`src/rtl/rca_chunk_sequencer_if.sv`:
```
// rtl/rca_chunk_sequencer_if.sv - operand request, result and adder-drive signals of the chunk sequencer
`timescale 1ns/1ps

interface rca_chunk_sequencer_if #(
  parameter int CHUNKS = 4
);
  localparam int SUM_W = 5 * CHUNKS;

  logic             in_valid;
  logic             in_ready;
  logic [SUM_W-1:0] a;
  logic [SUM_W-1:0] b;
  logic             cin_in;

  logic [4:0]       add_p;
  logic [4:0]       add_q;
  logic             add_cin;
  logic [5:0]       add_r;

  logic             out_valid;
  logic             out_ready;
  logic [SUM_W-1:0] sum;
  logic             cout;

  // master is the sequencer; slave is the requester, consumer and adder around it
  modport master (
    input  in_valid, a, b, cin_in, add_r, out_ready,
    output in_ready, add_p, add_q, add_cin, out_valid, sum, cout
  );

  modport slave (
    output in_valid, a, b, cin_in, add_r, out_ready,
    input  in_ready, add_p, add_q, add_cin, out_valid, sum, cout
  );
endinterface

```
`src/rtl/rca_chunk_sequencer.sv`:
```
// rtl/rca_chunk_sequencer.sv - wide add through an external 5-bit ripple-carry adder, one chunk per cycle
`timescale 1ns/1ps

module rca_chunk_sequencer #(
  parameter int CHUNKS = 4
) (
  input  logic                 clk,
  input  logic                 rst,
  rca_chunk_sequencer_if.master bus
);
  localparam int SUM_W = 5 * CHUNKS;
  localparam int IW    = (CHUNKS > 1) ? $clog2(CHUNKS) : 1;

  typedef enum logic [1:0] {
    IDLE = 2'd0,
    RUN  = 2'd1,
    DONE = 2'd2
  } state_t;

  state_t           state;
  logic [IW-1:0]    idx;
  logic [SUM_W-1:0] a_q;
  logic [SUM_W-1:0] b_q;
  logic [SUM_W-1:0] sum_q;
  logic             carry_q;

  logic [4:0]       a_chunk;
  logic [4:0]       b_chunk;
  logic             in_run;
  logic             in_done;
  logic             in_idle;

  // chunk select as a mux over whole chunks keeps idx free of width-extended arithmetic
  always_comb begin
    a_chunk = '0;
    b_chunk = '0;
    for (int i = 0; i < CHUNKS; i++) begin
      if (idx == IW'(i)) begin
        a_chunk = a_q[5*i +: 5];
        b_chunk = b_q[5*i +: 5];
      end
    end
  end

  always_ff @(posedge clk) begin
    if (rst) begin
      state   <= IDLE;
      idx     <= '0;
      a_q     <= '0;
      b_q     <= '0;
      carry_q <= 1'b0;
      sum_q   <= '0;
    end else begin
      case (state)
        IDLE: begin
          if (bus.in_valid) begin
            a_q     <= bus.a;
            b_q     <= bus.b;
            carry_q <= bus.cin_in;
            idx     <= '0;
            state   <= RUN;
          end
        end
        RUN: begin
          for (int i = 0; i < CHUNKS; i++) begin
            if (idx == IW'(i)) begin
              sum_q[5*i +: 5] <= bus.add_r[4:0];
            end
          end
          carry_q <= bus.add_r[5];
          if (idx == IW'(CHUNKS - 1)) begin
            state <= DONE;
          end else begin
            idx <= idx + 1'b1;
          end
        end
        DONE: begin
          if (bus.out_ready) begin
            state <= IDLE;
          end
        end
        default: state <= IDLE;
      endcase
    end
  end

  // every output is forced low while reset is asserted, independent of the state register
  assign in_idle = !rst && (state == IDLE);
  assign in_run  = !rst && (state == RUN);
  assign in_done = !rst && (state == DONE);

  assign bus.in_ready  = in_idle;
  assign bus.add_p     = in_run  ? a_chunk : 5'd0;
  assign bus.add_q     = in_run  ? b_chunk : 5'd0;
  assign bus.add_cin   = in_run  ? carry_q : 1'b0;
  assign bus.out_valid = in_done;
  assign bus.sum       = in_done ? sum_q   : '0;
  assign bus.cout      = in_done ? carry_q : 1'b0;

endmodule

```
`src/flat_wrapper.sv`:
```
// flat-port wrapper written by rule: the top's interface ports become plain ports
module rca_chunk_sequencer_flat 
#(
  parameter int CHUNKS = 4
)
  (clk, rst, bus_in_valid, bus_a, bus_b, bus_cin_in, bus_add_r, bus_out_ready, bus_in_ready, bus_add_p, bus_add_q, bus_add_cin, bus_out_valid, bus_sum, bus_cout);
  rca_chunk_sequencer_if #(.CHUNKS(CHUNKS)) bus_i ();
  input  logic clk;
  input  logic rst;
  input wire logic [$bits(bus_i.in_valid)-1:0] bus_in_valid;
  input wire logic [$bits(bus_i.a)-1:0] bus_a;
  input wire logic [$bits(bus_i.b)-1:0] bus_b;
  input wire logic [$bits(bus_i.cin_in)-1:0] bus_cin_in;
  input wire logic [$bits(bus_i.add_r)-1:0] bus_add_r;
  input wire logic [$bits(bus_i.out_ready)-1:0] bus_out_ready;
  output wire logic [$bits(bus_i.in_ready)-1:0] bus_in_ready;
  output wire logic [$bits(bus_i.add_p)-1:0] bus_add_p;
  output wire logic [$bits(bus_i.add_q)-1:0] bus_add_q;
  output wire logic [$bits(bus_i.add_cin)-1:0] bus_add_cin;
  output wire logic [$bits(bus_i.out_valid)-1:0] bus_out_valid;
  output wire logic [$bits(bus_i.sum)-1:0] bus_sum;
  output wire logic [$bits(bus_i.cout)-1:0] bus_cout;
  assign bus_i.in_valid = bus_in_valid;
  assign bus_i.a = bus_a;
  assign bus_i.b = bus_b;
  assign bus_i.cin_in = bus_cin_in;
  assign bus_i.add_r = bus_add_r;
  assign bus_i.out_ready = bus_out_ready;
  assign bus_in_ready = bus_i.in_ready;
  assign bus_add_p = bus_i.add_p;
  assign bus_add_q = bus_i.add_q;
  assign bus_add_cin = bus_i.add_cin;
  assign bus_out_valid = bus_i.out_valid;
  assign bus_sum = bus_i.sum;
  assign bus_cout = bus_i.cout;
  rca_chunk_sequencer #(.CHUNKS(CHUNKS)) u_core (.clk(clk), .rst(rst), .bus(bus_i));
endmodule
```
`config.mk`:
```
export PLATFORM = sky130hd
export DESIGN_NAME = rca_chunk_sequencer_flat
export DESIGN_NICKNAME = d
export VERILOG_FILES = /design/src/rtl/rca_chunk_sequencer_if.sv /design/src/rtl/rca_chunk_sequencer.sv /design/src/flat_wrapper.sv
export SDC_FILE = /design/constraint.sdc
export NUM_CORES = 1
export LEC_CHECK = 0
export ABC_AREA = 1
export ABC_CLOCK_PERIOD_IN_PS = 1600
export CAP_MARGIN = 20
export CORE_MARGIN = 2
export CORE_UTILIZATION = 40
export DETAILED_ROUTE_END_ITERATION = 16
export GPL_TIMING_DRIVEN = 1
export PLACE_DENSITY = 0.66
export SYNTH_ARGS = -nofsm -noshare
export SYNTH_HDL_FRONTEND = slang
export SYNTH_SLANG_ARGS = --single-unit
```
`constraint.sdc`:
```
create_clock -name clk -period 1.6 [get_ports clk]
set_input_delay 0.16 -clock clk [delete_from_list [all_inputs] [get_ports clk]]
set_output_delay 0.16 -clock clk [all_outputs]
set_load 0.03 [all_outputs]
```
==> run_results.csv <==
group,metric,value,unit
timing,slew_violations,0,
run,cap_violations,0,
place,portBuffers,84,
place,hpwl,5.75,mm
timing,final_hold_viol_count,0,
setup_path,crit_slowest_cell,"dfxtp_4",
synth,synthDistinctLibCells,18,
routing,drtPass1Iterations,4,
pwr,total_power,4.10,mW
pwr,peakVddDrop,0.000462,V
layout,diodes,0,
die,dieHeight,90.4,µm
synth,synth_seq_area_share,43.6,%
timing,fin_crit_sh,109,%
synth,syn_inst,445,
clock_tree,cts_buffers,9,
clock_tree,clk_latency,0.34,ns
timing,fmax,572,MHz
setup_path,reg2reg_to,"u_core.sum_q[2]$_SDFFE_PP0P_",
layout,design_area,4640,µm²
timing,rsz0062_at_grt,"yes",
place,dp_slack,-0.00639,ns
timing,fin_crit,1.75,ns
setup_path,path_delay_family,"flip-flops",
timing,setup_violations,10,
layout,fillerInstances,669,
global_route,antenna_found_initial,0,
setup_path,worst-r2r-cell-count,8,
timing,max_slew_margin,77.0,%
layout,finalNetCount,592,
die,ios,85,
global_route,grt_start_max_net_pins,64,
die,coreArea,7250,µm²
routing,via_per_inst,4.83,
setup_path,crit_start,"u_core.idx[1]$_SDFFE_PP0P_",
setup_path,critPathBufInv,3,
layout,post-route-util,64.0,%
die,die_area,8170,µm²
pwr,p_leak,1.87,nW
global_route,grt_overflow,0,
layout,syn_to_final_growth,55.5,%
synth,synthesis.nets,500,
setup_path,critPathCaptureType,"output pin",
clock_tree,cts_hold_buf,0,
routing,wl_per_cell,13.3,µm
synth,syn-cell-area,2990,µm²
routing,drc,0,
synth,avgSynthCellArea,6.71,µm²
synth,yosys_warnings,0,
setup_path,critical_path_depth,7,
place,postPlaceCellArea,4070,µm²
timing,clock_skew,0.00809,ns
timing,tightest_slew,0.344,ns
setup_path,cp-endpoint,"bus_add_q[3]",
min_path,hold_class,"in -> reg",
clock_tree,cts_tree,"built",
clock_tree,cts.clk_slew.worst_paths,0.07,ns
setup_path,path_class,"reg -> out",
place,gp_congestion,0.853,
global_route,grtUsageTotal,21.1,%
setup_path,rrSetupSlack,0.23,ns
layout,most-common-layout-cells,"150 x nor2_1, 61 x dfxtp_1, 54 x o21ai_0, 49 x clkdlybuf4s50_1, 41 x inv_1",
routing,wl,8.51,mm
run_status,violations,"negative setup slack",
setup_path,r2r_start,"u_core.idx[1]$_SDFFE_PP0P_",
routing,ant_nets,0,
layout,drive_gt1_share,25.6,%
global_route,grt_pass1_vias,2977,
clock_tree,cts_root_buffer,"clkbuf_8",
synth,ys_ff_latch,65,
timing,setup_slack,-0.149,ns
clock_tree,cts_max_level,3,
die,die_w,90.4,µm
global_route,grt_pass1_wl,14.0,mm
clock_tree,clkSinkCount,65,
pwr,powerDensity,884,nW/µm²
routing,vias,3094,
die,start_util,41.2,%
die,num_rows,31,
run_status,outcome,"finished with violations",
setup_path,cp_data_required_time,1.44,ns
setup_path,cp_max_fo,9,
setup_path,path_cells,"inv_4 > ha_4 > buf_12 > nand2_2 > nand3_4 > a21oi_4 > buf_6",
setup_path,arrival,1.59,ns
routing,drt-initial-drc-count,136,
clock_tree,clockBufferDepth,2,
layout,final_common_cell,"nor2_1",
setup_path,cpPeakStageDelay,0.38,ns
setup_path,crit_path_start_kind,"flip-flop",
==> cells in the mapped netlist <==
| cell | number | area (µm²) |
|---|---|---|
| nor2_1 | 150 | 563 |
| dfxtp_1 | 65 | 1300 |
| o21ai_0 | 64 | 320 |
| inv_1 | 46 | 173 |
| nand2_1 | 36 | 135 |
| a21oi_1 | 23 | 115 |
| nand3_1 | 14 | 70.1 |
| clkbuf_1 | 13 | 48.8 |
| o21ai_1 | 7 | 35.0 |
| nor2_4 | 6 | 67.6 |
| buf_4 | 4 | 30.0 |
| ha_1 | 4 | 50.1 |
| buf_2 | 3 | 15.0 |
| clkbuf_2 | 3 | 15.0 |
| inv_2 | 3 | 11.3 |
| nand2_4 | 2 | 22.5 |
| nand3b_1 | 1 | 7.51 |
| nor3_1 | 1 | 5.00 |
==> what timing repair did <==
action | CTS | global route
setup endpoints to repair | 32 | 25
pin swaps | 9 | 2
resized for setup | 89 | 18
setup buffers | 1 | 2
cloned | 1 | 0
==> flip-flops by register name, summed over array words and instances (netlist names) <==
| signal | count |
|---|---|
| u_core.a_q | 20 |
| u_core.b_q | 20 |
| u_core.carry_q | 1 |
| u_core.idx | 2 |
| u_core.state | 2 |
| u_core.sum_q | 20 |
==> cells by family after synthesis <==
family / synth area share [%]
and+or+nand+nor: 29.2
AOI/OAI and AO/OA: 15.8
buffers and inverters: 9.81
DFF: 43.6
adders and majority gates: 1.68
==> area by class of cell <==
cell class	count	area (µm²)	share of cell area (%)
Clock buffer	13	149	3.21
Timing Repair Buffer	103	1040	22.4
Multi-Input combinational cell	309	1780	38.3
Inverter	49	199	4.28
Clock inverter	3	40.0	0.862
Tap cell	99	124	2.67
Sequential cell	65	1310	28.2
==> how the worst min path moves through the flow <==
stage / startpoint / endpoint / slack, ns / depth (start not counted)
2_1_floorplan: rst / u_core.state[1]$_SDFFE_PP0P_ / 0.23 / 1
3_3_place_gp: u_core.b_q[19]$_SDFFE_PP0P_ / u_core.b_q[19]$_SDFFE_PP0P_ / 0.46 / 2
6_report: bus_a[14] / u_core.a_q[14]$_SDFFE_PP0P_ / 0.42 / 3
4_1_cts: bus_a[14] / u_core.a_q[14]$_SDFFE_PP0P_ / 0.42 / 3
5_1_grt: bus_a[14] / u_core.a_q[14]$_SDFFE_PP0P_ / 0.43 / 3
3_5_place_dp: u_core.b_q[18]$_SDFFE_PP0P_ / u_core.b_q[18]$_SDFFE_PP0P_ / 0.47 / 2
==> metal layers <==
| metal | routed length, µm | vias up | track usage (%) |
|---|---|---|---|
| met1 | 3720 | 1411 | 26.3 |
| met2 | 4170 | 87 | 35.3 |
| li1 | - | 1576 | - |
| met3 | 396 | 20 | 4.92 |
| met4 | 234 | 0 | 8.72 |
| met5 | 0 | - | 0 |
==> worst register-to-register path, stage by stage (launching register included) <==
cell	delay (ns)
dfxtp_4	0.37
inv_4	0.08
ha_4	0.20
buf_4	0.13
inv_1	0.06
nor2_4	0.15
inv_1	0.11
nor2_1	0.11
nor2_1	0.06
==> power breakdown <==
| part | switching (mW) | total (mW) | internal (mW) |
|---|---|---|---|
| Clock | 0.614 | 1.37 | 0.759 |
| Sequential | 0.0727 | 1.81 | 1.74 |
| Combinational | 0.507 | 0.922 | 0.415 |
==> through the flow <==
step            TNS, ns  hold slack, ns  std cells
2_1_floorplan         0           0.229        445
3_3_place_gp          0           0.462        622
3_5_place_dp   -0.00639           0.470        622
4_1_cts           -1.22           0.417        639
5_1_grt           -1.88           0.427        641
6_report          -1.15           0.422        641
Note: power is estimated with default switching activity, not from simulation.
